--- src/rtl/turf_acknack_merge.sv ---
// Purpose: merge ACK/NACK acknack streams into one tagged frame-buffer command stream (drop/dedup filtering).
// Latency: 1 cycle from input handshake to m_cmd_tvalid; round-robin between ACK and NACK on ties.
// Backpressure: a forwarded entry waits for a free output register; discarded entries always drain.
// Optional: define TURF_ACKNACK_MERGE_STATS_EN to add forwarded/dropped counters with stats_clear_i.
module turf_acknack_merge #(
  parameter int unsigned ADDR_BITS       = 12,   // at most 13: bit 14 carries the type tag
  parameter bit          DROP_DISALLOWED = 1'b1,
  parameter bit          DEDUP           = 1'b1
) (
  input  logic        aclk,
  input  logic        aresetn,
  input  logic        event_open_i,
  input  logic [15:0] s_ack_tdata,
  input  logic        s_ack_tvalid,
  output logic        s_ack_tready,
  input  logic [15:0] s_nack_tdata,
  input  logic        s_nack_tvalid,
  output logic        s_nack_tready,
  output logic [15:0] m_cmd_tdata,
  output logic        m_cmd_tvalid,
  input  logic        m_cmd_tready
`ifdef TURF_ACKNACK_MERGE_STATS_EN
  ,
  input  logic        stats_clear_i,
  output logic [31:0] ack_count_o,
  output logic [31:0] nack_count_o,
  output logic [31:0] drop_count_o
`endif
);

  // Source tag; its encoding is also the type bit placed in command bit 14.
  typedef enum logic {
    SRC_ACK  = 1'b0,
    SRC_NACK = 1'b1
  } src_e;

  // What dedup compares against: the identity of the last forwarded command.
  typedef struct packed {
    logic                 typ;
    logic                 allow;
    logic [ADDR_BITS-1:0] addr;
  } key_t;

  // ---------------------------------------------------------------------------
  // State
  // ---------------------------------------------------------------------------
  src_e        last_grant_q, last_grant_d;
  logic        hist_vld_q,   hist_vld_d;
  key_t        hist_q,       hist_d;
  logic        out_vld_q,    out_vld_d;
  logic [15:0] out_dat_q,    out_dat_d;

  // ---------------------------------------------------------------------------
  // Candidate selection and classification
  // ---------------------------------------------------------------------------
  src_e        cand_sel;
  logic        cand_vld;
  logic [15:0] cand_dat;
  key_t        cand_key;
  logic [15:0] cand_cmd;
  logic        cand_discard;
  logic        out_free;
  logic        accept;
  logic        load;
  logic        unused_cand_bits;

  // Bits between the address field and the allow bit carry no meaning on input.
  assign unused_cand_bits = ^cand_dat[14:ADDR_BITS];

  // Output register can take a new command if empty or being emptied this cycle.
  assign out_free = !out_vld_q || m_cmd_tready;

  // Round-robin pick: a lone valid input wins outright; a tie goes to whoever lost last.
  always_comb begin
    cand_vld = s_ack_tvalid || s_nack_tvalid;
    cand_sel = SRC_ACK;
    if (s_ack_tvalid && s_nack_tvalid) begin
      cand_sel = (last_grant_q == SRC_ACK) ? SRC_NACK : SRC_ACK;
    end else if (s_nack_tvalid) begin
      cand_sel = SRC_NACK;
    end
    cand_dat = (cand_sel == SRC_NACK) ? s_nack_tdata : s_ack_tdata;
  end

  // Build the outgoing command word and the dedup key from the chosen entry.
  always_comb begin
    cand_key.typ   = cand_sel;
    cand_key.allow = cand_dat[15];
    cand_key.addr  = cand_dat[ADDR_BITS-1:0];

    cand_cmd                  = '0;
    cand_cmd[15]              = cand_key.allow;
    cand_cmd[14]              = cand_key.typ;
    cand_cmd[ADDR_BITS-1:0]   = cand_key.addr;
  end

  // Decide whether the candidate is thrown away or must go out.
  always_comb begin
    cand_discard = 1'b0;
    if (!event_open_i) begin
      cand_discard = 1'b1;
    end else if (DROP_DISALLOWED && !cand_key.allow) begin
      cand_discard = 1'b1;
    end else if (DEDUP && hist_vld_q && (cand_key == hist_q)) begin
      cand_discard = 1'b1;
    end
  end

  // Discards drain unconditionally; forwards need room. Nothing moves under reset.
  assign accept = aresetn && cand_vld && (cand_discard || out_free);
  assign load   = accept && !cand_discard;

  assign s_ack_tready  = accept && (cand_sel == SRC_ACK);
  assign s_nack_tready = accept && (cand_sel == SRC_NACK);

  // ---------------------------------------------------------------------------
  // Next-state logic
  // ---------------------------------------------------------------------------

  // Output register: load replaces (or follows) a draining command with no bubble.
  always_comb begin
    out_vld_d = out_vld_q;
    out_dat_d = out_dat_q;
    if (load) begin
      out_vld_d = 1'b1;
      out_dat_d = cand_cmd;
    end else if (out_vld_q && m_cmd_tready) begin
      out_vld_d = 1'b0;
    end
  end

  // Arbitration memory follows whichever input actually handshook.
  always_comb begin
    last_grant_d = last_grant_q;
    if (accept) begin
      last_grant_d = cand_sel;
    end
  end

  // Dedup history remembers only forwarded commands and forgets when the event closes.
  always_comb begin
    hist_vld_d = hist_vld_q;
    hist_d     = hist_q;
    if (!event_open_i) begin
      hist_vld_d = 1'b0;
    end else if (load) begin
      hist_vld_d = 1'b1;
      hist_d     = cand_key;
    end
  end

  // ---------------------------------------------------------------------------
  // Registers
  // ---------------------------------------------------------------------------

  // Core state with synchronous reset; ACK wins the first tie after reset.
  always_ff @(posedge aclk) begin
    if (!aresetn) begin
      last_grant_q <= SRC_NACK;
      hist_vld_q   <= 1'b0;
      hist_q       <= '0;
      out_vld_q    <= 1'b0;
      out_dat_q    <= '0;
    end else begin
      last_grant_q <= last_grant_d;
      hist_vld_q   <= hist_vld_d;
      hist_q       <= hist_d;
      out_vld_q    <= out_vld_d;
      out_dat_q    <= out_dat_d;
    end
  end

  assign m_cmd_tvalid = out_vld_q;
  assign m_cmd_tdata  = out_dat_q;

`ifdef TURF_ACKNACK_MERGE_STATS_EN
  // ---------------------------------------------------------------------------
  // Statistics
  // ---------------------------------------------------------------------------
  logic [31:0] ack_count_q,  ack_count_d;
  logic [31:0] nack_count_q, nack_count_d;
  logic [31:0] drop_count_q, drop_count_d;

  // Free-running wrap-around counters; a clear beats any same-cycle increment.
  always_comb begin
    ack_count_d  = ack_count_q;
    nack_count_d = nack_count_q;
    drop_count_d = drop_count_q;
    if (stats_clear_i) begin
      ack_count_d  = '0;
      nack_count_d = '0;
      drop_count_d = '0;
    end else begin
      if (load && (cand_sel == SRC_ACK)) begin
        ack_count_d = ack_count_q + 32'd1;
      end
      if (load && (cand_sel == SRC_NACK)) begin
        nack_count_d = nack_count_q + 32'd1;
      end
      if (accept && cand_discard) begin
        drop_count_d = drop_count_q + 32'd1;
      end
    end
  end

  // Counter registers cleared by reset.
  always_ff @(posedge aclk) begin
    if (!aresetn) begin
      ack_count_q  <= '0;
      nack_count_q <= '0;
      drop_count_q <= '0;
    end else begin
      ack_count_q  <= ack_count_d;
      nack_count_q <= nack_count_d;
      drop_count_q <= drop_count_d;
    end
  end

  assign ack_count_o  = ack_count_q;
  assign nack_count_o = nack_count_q;
  assign drop_count_o = drop_count_q;
`endif

endmodule

--- config.mk ---
export PLATFORM = sky130hd
export DESIGN_NAME = turf_acknack_merge
export DESIGN_NICKNAME = d
export VERILOG_FILES = /design/src/rtl/turf_acknack_merge.sv
export SDC_FILE = /design/constraint.sdc
export NUM_CORES = 1
export LEC_CHECK = 0
export ABC_AREA = 1
export CORE_UTILIZATION = 36
export CTS_BUF_LIST = sky130_fd_sc_hd__clkbuf_2
export DETAILED_ROUTE_END_ITERATION = 6
export PLACE_DENSITY_LB_ADDON = 0.15
export SETUP_SLACK_MARGIN = 0.15
export SYNTH_ARGS = -nofsm -noshare
export SYNTH_HDL_FRONTEND = slang
export SYNTH_SLANG_ARGS = --single-unit
--- constraint.sdc ---
create_clock -name aclk -period 3.4 [get_ports aclk]
set_input_delay 0.85 -clock aclk [delete_from_list [all_inputs] [get_ports aclk]]
set_output_delay 0.85 -clock aclk [all_outputs]
set_load 0.01 [all_outputs]
# --- Yosys cells after proc, flatten, opt, wreduce, memory -nomap -nowiden ---
# Cells that the tools add are included.
totals:
  reg_bits: 31
  in_bits: 38
  output_inout_bits: 19
  elab_cells: 34
op_classes:
  n_eq_ne: 1
  mux: 9
  bitwise: 1
  reduce_logical: 16
op_table:
  columns: ["cell", "count"]
  rows:
  - ["16-bit two-way mux", 1]
  - ["14-bit equality test", 1]
  - ["1-bit logical AND", 8]
  - ["1-bit two-way mux", 8]
  - ["2-bit AND reduction", 2]
  - ["1-bit logical OR", 3]
  - ["1-bit logical NOT", 2]
  - ["2-bit nonzero test", 1]
  - ["1-bit NOT", 1]

# --- Logic depth before layout (Yosys ltp) ---
logic_depth:
  depth_word: 12
  depth_mapped: 14

# --- Least setup slack after synthesis ---
# No wires, ideal clock.
synth_timing:
  kind: "input -> output"
  start: "input port s_ack_tvalid"
  end: "output port s_ack_tready"
  t_arrival_ns: 2.063
  t_required_ns: 2.550
  setup_slack_ns: 0.487
  stages: 13
  path_cell_list: "nand2_2 > buf_6 > buf_8 > nand3_1 > nand3_1 > nand2_1 > nor2_1 > nand2_1 > nor2_2 > a21oi_4 > nand2_1 > nand2_1 > nor2_1"
synth_between:
  elab_chain_len: 11
  word_cells_on_any_way: 14
synth_lines:
  columns: ["item", "line_no", "text"]
  rows:
  - ["start: declaration", "14", "input logic s_ack_tvalid,"]
  - ["1-bit logical AND", "77", "if (s_ack_tvalid && s_nack_tvalid) begin"]
  - ["1-bit two-way mux", "77", null]
  - ["16-bit two-way mux", "82", "cand_dat = (cand_sel == SRC_NACK) ? s_nack_tdata : s_ack_tdata;"]
  - ["14-bit equality test", "104", "end else if (DEDUP && hist_vld_q && (cand_key == hist_q)) begin"]
  - ["1-bit logical AND", "104", null]
  - ["1-bit two-way mux", "104", null]
  - ["1-bit two-way mux", "102", "end else if (DROP_DISALLOWED && !cand_key.allow) begin"]
  - ["1-bit two-way mux", "100", "if (!event_open_i) begin"]
  - ["1-bit logical OR", "110", "assign accept = aresetn && cand_vld && (cand_discard || out_free);"]
  - ["1-bit logical AND", "110", null]
  - ["1-bit logical AND (*)", "113", "assign s_ack_tready = accept && (cand_sel == SRC_ACK);"]
  - ["end: declaration", "15", "output logic s_ack_tready,"]
# Every way passes the cells marked *; elsewhere a longest branch is shown, timed or not.

# --- Worst setup path after layout ---
layout_timing:
  start: "input port s_nack_tdata[6]"
  end: "output port s_ack_tready"
layout_between:
  elab_chain_len: 9
layout_lines:
  columns: ["item", "line_no", "text"]
  rows:
  - ["start: declaration", "16", "input logic [15:0] s_nack_tdata,"]
  - ["16-bit two-way mux", "82", null]
  - ["14-bit equality test", "104", null]
  - ["1-bit logical AND", "104", null]
  - ["1-bit two-way mux", "104", null]
  - ["1-bit two-way mux", "102", null]
  - ["1-bit two-way mux", "100", null]
  - ["1-bit logical OR", "110", null]
  - ["1-bit logical AND", "110", null]
  - ["1-bit logical AND", "113", null]
# Every way passes these cells.

==> results.json <==
{
  "status": "complete, no violations",
  "ys_seq_elements": 31,
  "cpMaxStageDelayCell": "clkdlybuf4s50_1",
  "grt_max_degree": 31,
  "fin_crit_ns": 3.18,
  "finalPower_uw": 785,
  "leakagePower_uw": 0.00119,
  "insertion_delay_ns": 0.38,
  "dieArea_um2": 5200,
  "cp.arrival_ns": 2.33,
  "synth_area_leaders": "dfxtp_1 (35%), nand2_1 (18%), nand3_1 (9.1%)",
  "clock_skew_ns": 0.0189,
  "startpoint_type": "primary input",
  "overflow": 0,
  "routed_wl_mm": 4.88,
  "h-tree-depth": 2,
  "tns_ns": 0,
  "critPathCaptureType": "output port",
  "antenna_found_initial": 0,
  "cts_made_buffers": 5,
  "first_global_vias": 1743,
  "drc": 0,
  "synth_cell_types": 21,
  "synth_top_area_share": 0.351,
  "rsz0062_at_grt": "false",
  "fp-row-count": 25,
  "ios": 57,
  "drv_slew": 0,
  "vias_per_cell": 4.75,
  "setup_violations": 0,
  "syn_area_um2": 1770,
  "fin_crit_sh": 0.935,
  "drt_iter0_markers": 125,
  "root_buffer": "clkbuf_2",
  "drv_cap": 0,
  "hold_viol": 0,
  "ir_drop_mv": 0.187,
  "hp-class": "register to register",
  "slowest_delay_ns": 0.48,
  "die_h_um": 72.1,
  "p_per_area_nw_per_um2": 300,
  "max_freq_mhz": 314,
  "synth_cells": 266,
  "place.port_buffers": 48,
  "cts_tree": "done",
  "die-width_um": 72.1,
  "syn_to_final_growth_pct": 48.0,
  "vias": 1903,
  "route.detailed.wl_per_inst_um": 12.2,
  "crit_fanout": 2,
  "design.core.area_um2": 4720,
  "drive_gt1_frac": 0.207,
  "synth_top_area_cell": "dfxtp_1",
  "place_hpwl_mm": 3.15,
  "grt_pass1_wl_mm": 7.69,
  "antenna_left": 0,
  "clkTransAtPathRegs_ns": 0.16,
  "diodes": 0,
  "ys_seq_area_frac": 0.351,
  "grtUsageTotal": 0.193,
  "layout.nets": 371,
  "worstPathCellList": "clkdlybuf4s50_1 > nand3_2 > nand3_1 > nand2_1 > nor2_1 > nand2_1 > nor2_4 > a21oi_4 > nand2_2 > nand2_2 > nor2_1 > buf_2",
  "path_class": "primary input to output port",
  "synth.avg_cell_area_um2": 6.65,
  "routabilityCongestion": 0.803,
  "required_ns": 2.55,
  "start_util": 0.375,
  "yosysWarnings": 0,
  "clockBufferDepth": 2,
  "cts.sinks": 31,
  "first_pass_iters": 4
}
==> registers in the layout, summed over array words and instances, names as in the netlist <==
signal and flops:
hist_q 14, hist_vld_q 1, last_grant_q 1, m_cmd_tdata 14, m_cmd_tvalid 1
==> per-layer routing <==
metal	global-route usage	vias to the layer above	share of wire
met5	0	-	0
met4	0.0654	0	0.013
met3	0.0486	6	0.043
met2	0.309	49	0.46
met1	0.252	856	0.48
li1	-	992	-
==> critical path, delay by kind of cell <==
kind,cells,cell delay [ns]
buf+inv,2,0.61
compound gates,1,0.07
simple gates,9,0.79
==> report_power, final <==
| group | switching [uW] | internal (uW) |
|---|---|---|
| Combinational | 115 | 108 |
| Clock | 128 | 49.4 |
| Sequential | 8.09 | 376 |
| Total | 252 | 533 |
==> cells in the mapped netlist (all sizes together) <==
cell type and count:
nand2 90, nand3 37, a21oi 32, dfxtp 31
inv 30, nand4 14, nor2 13, buf 12
clkbuf 4, nand3b 2, conb 1
==> cells by family (layout without fill, tap and decap cells) <==
logic type             Yosys count  count (layout)  synth area share
buffers and inverters           46             112             0.134
other                            1               2           0.00212
DFF                             31              31             0.351
AOI/OAI and AO/OA               32              32            0.0969
and+or+nand+nor                156             157             0.417
==> cell type report <==
class,count,area [um2]
flip-flops and latches,31,621
clock inverters,2,7.51
clock buffers,6,30.0
fillers,461,2100
multi-input cells,191,1030
well taps,67,83.8
inverters,30,113
repair buffers,74,732
==> stage by stage <==
step | utilization | std cells | hold WS [ns] | instance area [um2] | setup WS, ns
floorplan | - | 267 | 0.425 | 1770 | 0.487
detailed placement | 0.500 | 386 | 0.442 | 2360 | -0.580
CTS | 0.521 | 396 | 0.464 | 2460 | 0.151
global route | 0.554 | 401 | 0.496 | 2620 | 0.139
global placement | 0.500 | 386 | 0.440 | 2360 | -0.567
finish | 0.554 | 401 | 0.460 | 2620 | 0.220
==> final timing paths <==
check | start | to | slack, ns | cells past startpoint
min reg2reg | m_cmd_tdata[15] | m_cmd_tdata[15] | 0.46 | 2
max reg2reg | last_grant_q | hist_q[8] | 1.02 | 16
max | s_nack_tdata[6] | s_ack_tready | 0.22 | 12
min | m_cmd_tdata[15] | m_cmd_tdata[15] | 0.46 | 2
==> cell usage in the layout, fill, tap and decap left out, types with 2 or more instances in the layout <==
cell type	synthesis	final
nand2_1	87	79
clkdlybuf4s50_1	0	33
a21oi_1	31	31
dfxtp_1	31	31
inv_1	30	30
buf_4	6	22
nand3_1	32	21
nand3_2	5	16
nand4_1	13	13
dlymetal6s2s_1	0	11
nor2_1	11	10
nand2_2	2	9
clkbuf_2	0	6
buf_2	0	3
buf_8	1	3
nand2_8	0	2
nand3b_1	2	2
nor2_4	1	2
conb_1	1	2
clkinv_1	0	2
==> what timing repair did <==
action | in CTS | in global routing
resized for setup | 24 | 38
hold buffers | 0 | 0
cloned | 1 | 1
pin swaps | 4 | 19
buffers inserted | 1 | 4
setup endpoints to repair | 2 | 2
(Power assumes the default switching activity.)
